File: src/rtl/capture_ctrl.sv
// ---------------------------------------------------------------------------
// capture_ctrl
//
// Acquisition sequencer for the ADC capture path (dclk domain). After a host
// arm pulse it waits for a trigger (immediate, external rising edge or level
// threshold on the rising-edge samples). It then writes a programmed number
// of optionally decimated 64-bit capture words into a simple-dual-port
// sample buffer and reports busy/done status for readout.
//
// Ports:
//   dclk          - block clock
//   rst_n         - synchronous active-low reset
//   arm           - one-cycle start pulse, accepted in IDLE/DONE only
//   abort         - level, forces IDLE; overrides arm and trigger
//   trig_mode     - 00 immediate, 01 external edge, 10 level, 11 immediate
//   trig_in       - external trigger, already in dclk domain
//   threshold     - unsigned level-trigger threshold
//   dec           - store one word every dec+1 eligible cycles
//   num_words     - words to capture (clamped to buffer depth)
//   din           - capture words; bytes [15:8],[31:24],[47:40],[63:56]
//                   are the rising-edge samples
//   buf_we/buf_addr/buf_wdata - sample-buffer write port
//   busy          - ARMED or CAPTURE
//   done          - DONE
//   words_written - words stored since the last accepted arm
// ---------------------------------------------------------------------------
module capture_ctrl #(
    parameter int ADDR_W = 10,
    parameter int DEC_W  = 4
) (
    input  logic              dclk,
    input  logic              rst_n,
    input  logic              arm,
    input  logic              abort,
    input  logic [1:0]        trig_mode,
    input  logic              trig_in,
    input  logic [7:0]        threshold,
    input  logic [DEC_W-1:0]  dec,
    input  logic [ADDR_W:0]   num_words,
    input  logic [63:0]       din,
    output logic              buf_we,
    output logic [ADDR_W-1:0] buf_addr,
    output logic [63:0]       buf_wdata,
    output logic              busy,
    output logic              done,
    output logic [ADDR_W:0]   words_written
);

    typedef enum logic [1:0] {
        ST_IDLE    = 2'd0,
        ST_ARMED   = 2'd1,
        ST_CAPTURE = 2'd2,
        ST_DONE    = 2'd3
    } state_t;

    localparam logic [ADDR_W:0]  DEPTH    = {1'b1, {ADDR_W{1'b0}}};
    localparam logic [ADDR_W:0]  CNT_ZERO = {(ADDR_W+1){1'b0}};
    localparam logic [ADDR_W:0]  CNT_ONE  = {{ADDR_W{1'b0}}, 1'b1};
    localparam logic [DEC_W-1:0] DEC_ZERO = {DEC_W{1'b0}};
    localparam logic [DEC_W-1:0] DEC_ONE  = {{(DEC_W-1){1'b0}}, 1'b1};

    state_t            state_r;
    state_t            state_nxt_s;
    logic [63:0]       din_q_r;
    logic              trig_q_r;
    logic              trig_q2_r;
    logic [1:0]        mode_r;
    logic [7:0]        thr_r;
    logic [DEC_W-1:0]  dec_r;
    logic [ADDR_W:0]   num_r;
    logic [DEC_W-1:0]  cnt_r;
    logic [ADDR_W:0]   num_clamp_s;
    logic              arm_ok_s;
    logic              last_s;
    logic              trig_hit_s;
    logic              wr_s;
    logic              busy_s;
    logic              done_s;

    // True when any rising-edge sample byte of the word reaches the threshold.
    function automatic logic any_rise_ge(input logic [63:0] w, input logic [7:0] t);
        any_rise_ge = (w[15:8] >= t) || (w[31:24] >= t) ||
                      (w[47:40] >= t) || (w[63:56] >= t);
    endfunction

    // Counts beyond the buffer depth are clamped so the pointer never wraps.
    assign num_clamp_s = (num_words > DEPTH) ? DEPTH : num_words;
    assign arm_ok_s    = arm && !abort && ((state_r == ST_IDLE) || (state_r == ST_DONE));
    // The write happening this cycle is the final one of the capture.
    assign last_s      = ((words_written + CNT_ONE) == num_r);

    // Trigger condition, evaluated on the registered stream and trigger.
    always_comb begin
        trig_hit_s = 1'b1;
        case (mode_r)
            2'b01:   trig_hit_s = trig_q_r && !trig_q2_r;
            2'b10:   trig_hit_s = any_rise_ge(din_q_r, thr_r);
            default: trig_hit_s = 1'b1;
        endcase
    end

    // State register.
    always_ff @(posedge dclk) begin
        if (!rst_n) begin
            state_r <= ST_IDLE;
        end else begin
            state_r <= state_nxt_s;
        end
    end

    // Next-state logic; abort has priority over arm and trigger.
    always_comb begin
        state_nxt_s = state_r;
        if (abort) begin
            state_nxt_s = ST_IDLE;
        end else begin
            case (state_r)
                ST_IDLE, ST_DONE: begin
                    if (arm) begin
                        state_nxt_s = (num_clamp_s == CNT_ZERO) ? ST_DONE : ST_ARMED;
                    end else begin
                        state_nxt_s = state_r;
                    end
                end
                ST_ARMED: begin
                    if (trig_hit_s) begin
                        state_nxt_s = last_s ? ST_DONE : ST_CAPTURE;
                    end else begin
                        state_nxt_s = ST_ARMED;
                    end
                end
                ST_CAPTURE: begin
                    if ((cnt_r == DEC_ZERO) && last_s) begin
                        state_nxt_s = ST_DONE;
                    end else begin
                        state_nxt_s = ST_CAPTURE;
                    end
                end
                default: state_nxt_s = ST_IDLE;
            endcase
        end
    end

    // Output decode: write strobe plus status derived from the next state,
    // so the registered status lines up with the registered write.
    always_comb begin
        wr_s = 1'b0;
        if (abort) begin
            wr_s = 1'b0;
        end else if (state_r == ST_ARMED) begin
            wr_s = trig_hit_s;
        end else if (state_r == ST_CAPTURE) begin
            wr_s = (cnt_r == DEC_ZERO);
        end else begin
            wr_s = 1'b0;
        end
        busy_s = (state_nxt_s == ST_ARMED) || (state_nxt_s == ST_CAPTURE);
        done_s = (state_nxt_s == ST_DONE);
    end

    // Datapath: input staging, configuration latch, decimation, buffer writes.
    always_ff @(posedge dclk) begin
        if (!rst_n) begin
            din_q_r       <= 64'd0;
            trig_q_r      <= 1'b0;
            trig_q2_r     <= 1'b0;
            mode_r        <= 2'd0;
            thr_r         <= 8'd0;
            dec_r         <= DEC_ZERO;
            num_r         <= CNT_ZERO;
            cnt_r         <= DEC_ZERO;
            buf_we        <= 1'b0;
            buf_addr      <= {ADDR_W{1'b0}};
            buf_wdata     <= 64'd0;
            busy          <= 1'b0;
            done          <= 1'b0;
            words_written <= CNT_ZERO;
        end else begin
            din_q_r   <= din;
            trig_q_r  <= trig_in;
            trig_q2_r <= trig_q_r;
            buf_we    <= wr_s;
            busy      <= busy_s;
            done      <= done_s;
            if (arm_ok_s) begin
                mode_r        <= trig_mode;
                thr_r         <= threshold;
                dec_r         <= dec;
                num_r         <= num_clamp_s;
                words_written <= CNT_ZERO;
            end else if (wr_s) begin
                // words_written doubles as the write pointer.
                buf_addr      <= words_written[ADDR_W-1:0];
                buf_wdata     <= din_q_r;
                words_written <= words_written + CNT_ONE;
            end else begin
                words_written <= words_written;
            end
            if ((state_r == ST_ARMED) && trig_hit_s) begin
                cnt_r <= dec_r;
            end else if (state_r == ST_CAPTURE) begin
                cnt_r <= (cnt_r == DEC_ZERO) ? dec_r : (cnt_r - DEC_ONE);
            end else begin
                cnt_r <= cnt_r;
            end
        end
    end

endmodule

File: config.mk
export PLATFORM = sky130hd
export DESIGN_NAME = capture_ctrl
export DESIGN_NICKNAME = d
export VERILOG_FILES = /design/src/rtl/capture_ctrl.sv
export SDC_FILE = /design/constraint.sdc
export NUM_CORES = 1
export LEC_CHECK = 0
export BUFFER_PORTS_ARGS = -buffer_cell sky130_fd_sc_hd__buf_4
export CAP_MARGIN = 0
export CORE_ASPECT_RATIO = 1.5
export CORE_UTILIZATION = 48
export CTS_CLUSTER_DIAMETER = 40
export CTS_CLUSTER_SIZE = 25
export DETAILED_ROUTE_END_ITERATION = 8
export PLACE_DENSITY_LB_ADDON = 0.15
export REMOVE_ABC_BUFFERS = 1
export SLEW_MARGIN = 0
export SYNTH_ARGS = -nofsm -noshare
export SYNTH_HDL_FRONTEND = slang
export SYNTH_SLANG_ARGS = --single-unit
File: constraint.sdc
create_clock -name dclk -period 2.25 [get_ports dclk]
set_input_delay 0.225 -clock dclk [delete_from_list [all_inputs] [get_ports dclk]]
set_output_delay 0.225 -clock dclk [all_outputs]
set_load 0.05 [all_outputs]
==> results.md <==
- Status: complete, but fails checks
- Failing checks: negative setup slack
- RR Startpoint: thr_r[7]
- Total CTS buffers: 17
- Number of flops mapped to enable cells by yosys: 0
- Via density: 4.987
- Pwr/cell area: 725.1 nW/um^2
- Slew headroom: 0.4701
- First-iteration detailed-routing DRC count: 183
- Post-route minimum period: 2.463 ns
- YS warnings: 0
- Pre-CTS WS: -0.2962 ns
- Yosys reg bits: 185
- Critical Path Start: thr_r[7]
- Final wirelength: 17.24 mm
- Sequential cell area fraction in the yosys report: 0.5007
- TNS Setup: -6.803 ns
- Full die area: 15920 um^2
- Design Area, Final: 10330 um^2
- Max-slew violations: 0
- Peak VDD IR: 498.3 uV
- Routed length per instance: 13.66 um
- Initial DRT Pass Iterations: 4
- GPL Wtd Cong: 0.7891
- Critical path peak fanout: 4
- Vias in the first global route: 5805
- RSZ-0062 raised after global routing: true
- TritonCTS clock tree: yes
- Longest Clk Path Bufs: 2
- CTS root buffer: clkbuf_16
- Starting Density: 0.4908
- Crit path required time: 2.56 ns
- HPWL Detailed: 11.88 mm
- Core area: 15070 um^2
- Max-cap violations: 0
- GRT Total Usage: 0.2132
- Antenna Nets Post-Route: 0
- P_leak: 4.368 nW
- Worst-path clk slew: 0.07 ns
- Via count: 6293
- Final Non-Filler Cells: 1262
- R2R Setup Slk: -0.21 ns
- Kind of critical path: reg2reg
- Worst Setup Start Kind: register
- Synth cell types: 60
- # nets final: 1183
- N_diodes: 0
- Area growth syn-to-layout: 39.65%
- Hold Crit Start: din[57]
- First-pass GRT wire length: 26.45 mm
- Instance count of the mapped netlist: 819
- CTS H-tree depth: 4
- Sink Count: 185
- Largest net degree at the start of global routing: 209
- Fin crit share: 1.095
- Port bufs: 181
- Layout cells sized above 1: 0.2860
- Fmax: 0.4060 GHz
- Worst hold-check path type: in2reg
- Placed inst area: 9181 um^2
- Worst slew pin tran: 0.7948 ns
- Ys flop type: dfxtp_1
- CP arrival: 2.77 ns
- Grt total ovfl: 0
- Die H: 154.0 um
- Boundary Pins: 182
- Final setup viols: 78
- Netlist area before placement: 7397 um^2
- Syn Area/Cell: 9.032 um^2
- Initial antenna violation count: 0
- # DRC: 0
- Chip width: 103.4 um
- Worst-skew pair later-pin latency: 0.42 ns
- Min setup slack post-route: -0.2129 ns
- Row count: 55
- DP Cell Count: 1192
- Final Skew: 0.01472 ns
- Async SR Flop Fraction: 0
- Final Hold Viols: 0
- Endpoint class of the critical path: register
## per-layer routing
metal,up-vias,part of all wire,track usage
li1,3283,-,-
met1,2843,0.42,0.2451
met2,148,0.51,0.3794
met3,19,0.047,0.04273
met4,0,0.016,0.07914
met5,-,0,0
## where the power goes
group          switching [mW]  internal (mW)  total (mW)
clock                    1.35           1.61        2.96
combinational           0.554          0.507        1.06
sequential             0.0709           3.40        3.47
## area by class of cell
type                    instances  area [um^2]
clock buffers                  18        439.2
inverters                      25        98.84
well taps                     199        249.0
repair buffers                263         2212
clock inverters                14        155.1
flip-flops and latches        185         3712
multi-input cells             558         3463
fillers                      1232         4741
## metrics by stage
stage	power [mW]	hold slack, ns	utilization
3_3_place_gp	4.477	0.4158	0.6092
4_1_cts	7.510	0.0003248	0.6733
3_5_place_dp	4.492	0.4235	0.6092
2_1_floorplan	4.039	0.3336	-
5_1_grt	7.821	0.001037	0.6854
6_report	7.490	0.01649	0.6854
## synthesized netlist by cell type (10+ instances only)
master	n	area [um^2]
xnor2_1	10	87.58
dfxtp_1	185	3704
ha_1	39	488.0
o21ai_0	80	400.4
a22o_1	10	87.58
clkbuf_1	32	120.1
nor2_1	18	67.56
inv_1	24	90.09
and2_1	71	444.2
a21oi_1	29	145.1
nand2_1	121	454.2
nand3_1	81	405.4
## registers in the layout, summed over array words and instances (netlist names)
register and count:
dec_r 4, state_r 2, buf_wdata 64, din_q_r 64, trig_q_r 1, buf_we 1, thr_r 8, num_r 11
trig_q2_r 1, done 1, cnt_r 4, buf_addr 10, busy 1, words_written 11, mode_r 2
## placed cells by master, fill, tap and decap left out, types with 5 or more instances in the layout
cell type        n
buf_4          222
clkinv_4         5
inv_1           19
nand3_1         81
clkbuf_16       20
dfxtp_2          7
nor4_1           5
buf_12           7
nand2b_1         6
and2_1          70
o21ai_0         33
xnor2_1         10
a21oi_1         29
a22o_1          10
ha_1            32
nand2_1        121
nor2_1          16
xor2_1           5
a31oi_1          5
dfxtp_1        178
ha_4             6
o21ai_1         50
o31ai_1          5
dlygate4sd3_1   28
## cell families (layout without fill, tap and decap cells)
group                    Yosys count  in the layout  share of synthesized area
AND/OR/NAND/NOR                  334            334                     0.2267
flip-flops                       185            185                     0.5007
AO/OA/AOI/OAI                    169            169                     0.1417
buffers and inverters             76            320                    0.04584
adder cells (fa/ha/maj)           39             39                    0.06597
XOR/XNOR                          15             15                    0.01776
multiplexers                       1              1                   0.001353
## worst paths after layout
kind                            depth (start not counted)            to
worst max-delay path                                   10          busy
worst min-delay path                                    2   din_q_r[57]
worst max register to register                         10          busy
worst min register to register                          2  buf_wdata[0]
## timing repair
action,CTS,global route
endpoints found under the hold margin,27,1
resized for setup,20,60
setup buffers,2,6
endpoints found under the setup margin,92,92
pin swaps,14,4
cloned,0,3
hold buffers,27,1
## critical path, stage by stage (launching register included)
cell and delay (ns):
dfxtp_2 0.36, inv_4 0.06, ha_1 0.18, nor4_1 0.39, o311a_2 0.28, nand4_4 0.14, buf_4 0.18, a311o_1 0.32
o21ai_2 0.07, ha_1 0.24, and2_1 0.15
Note: power is estimated with default switching activity, not from simulation.
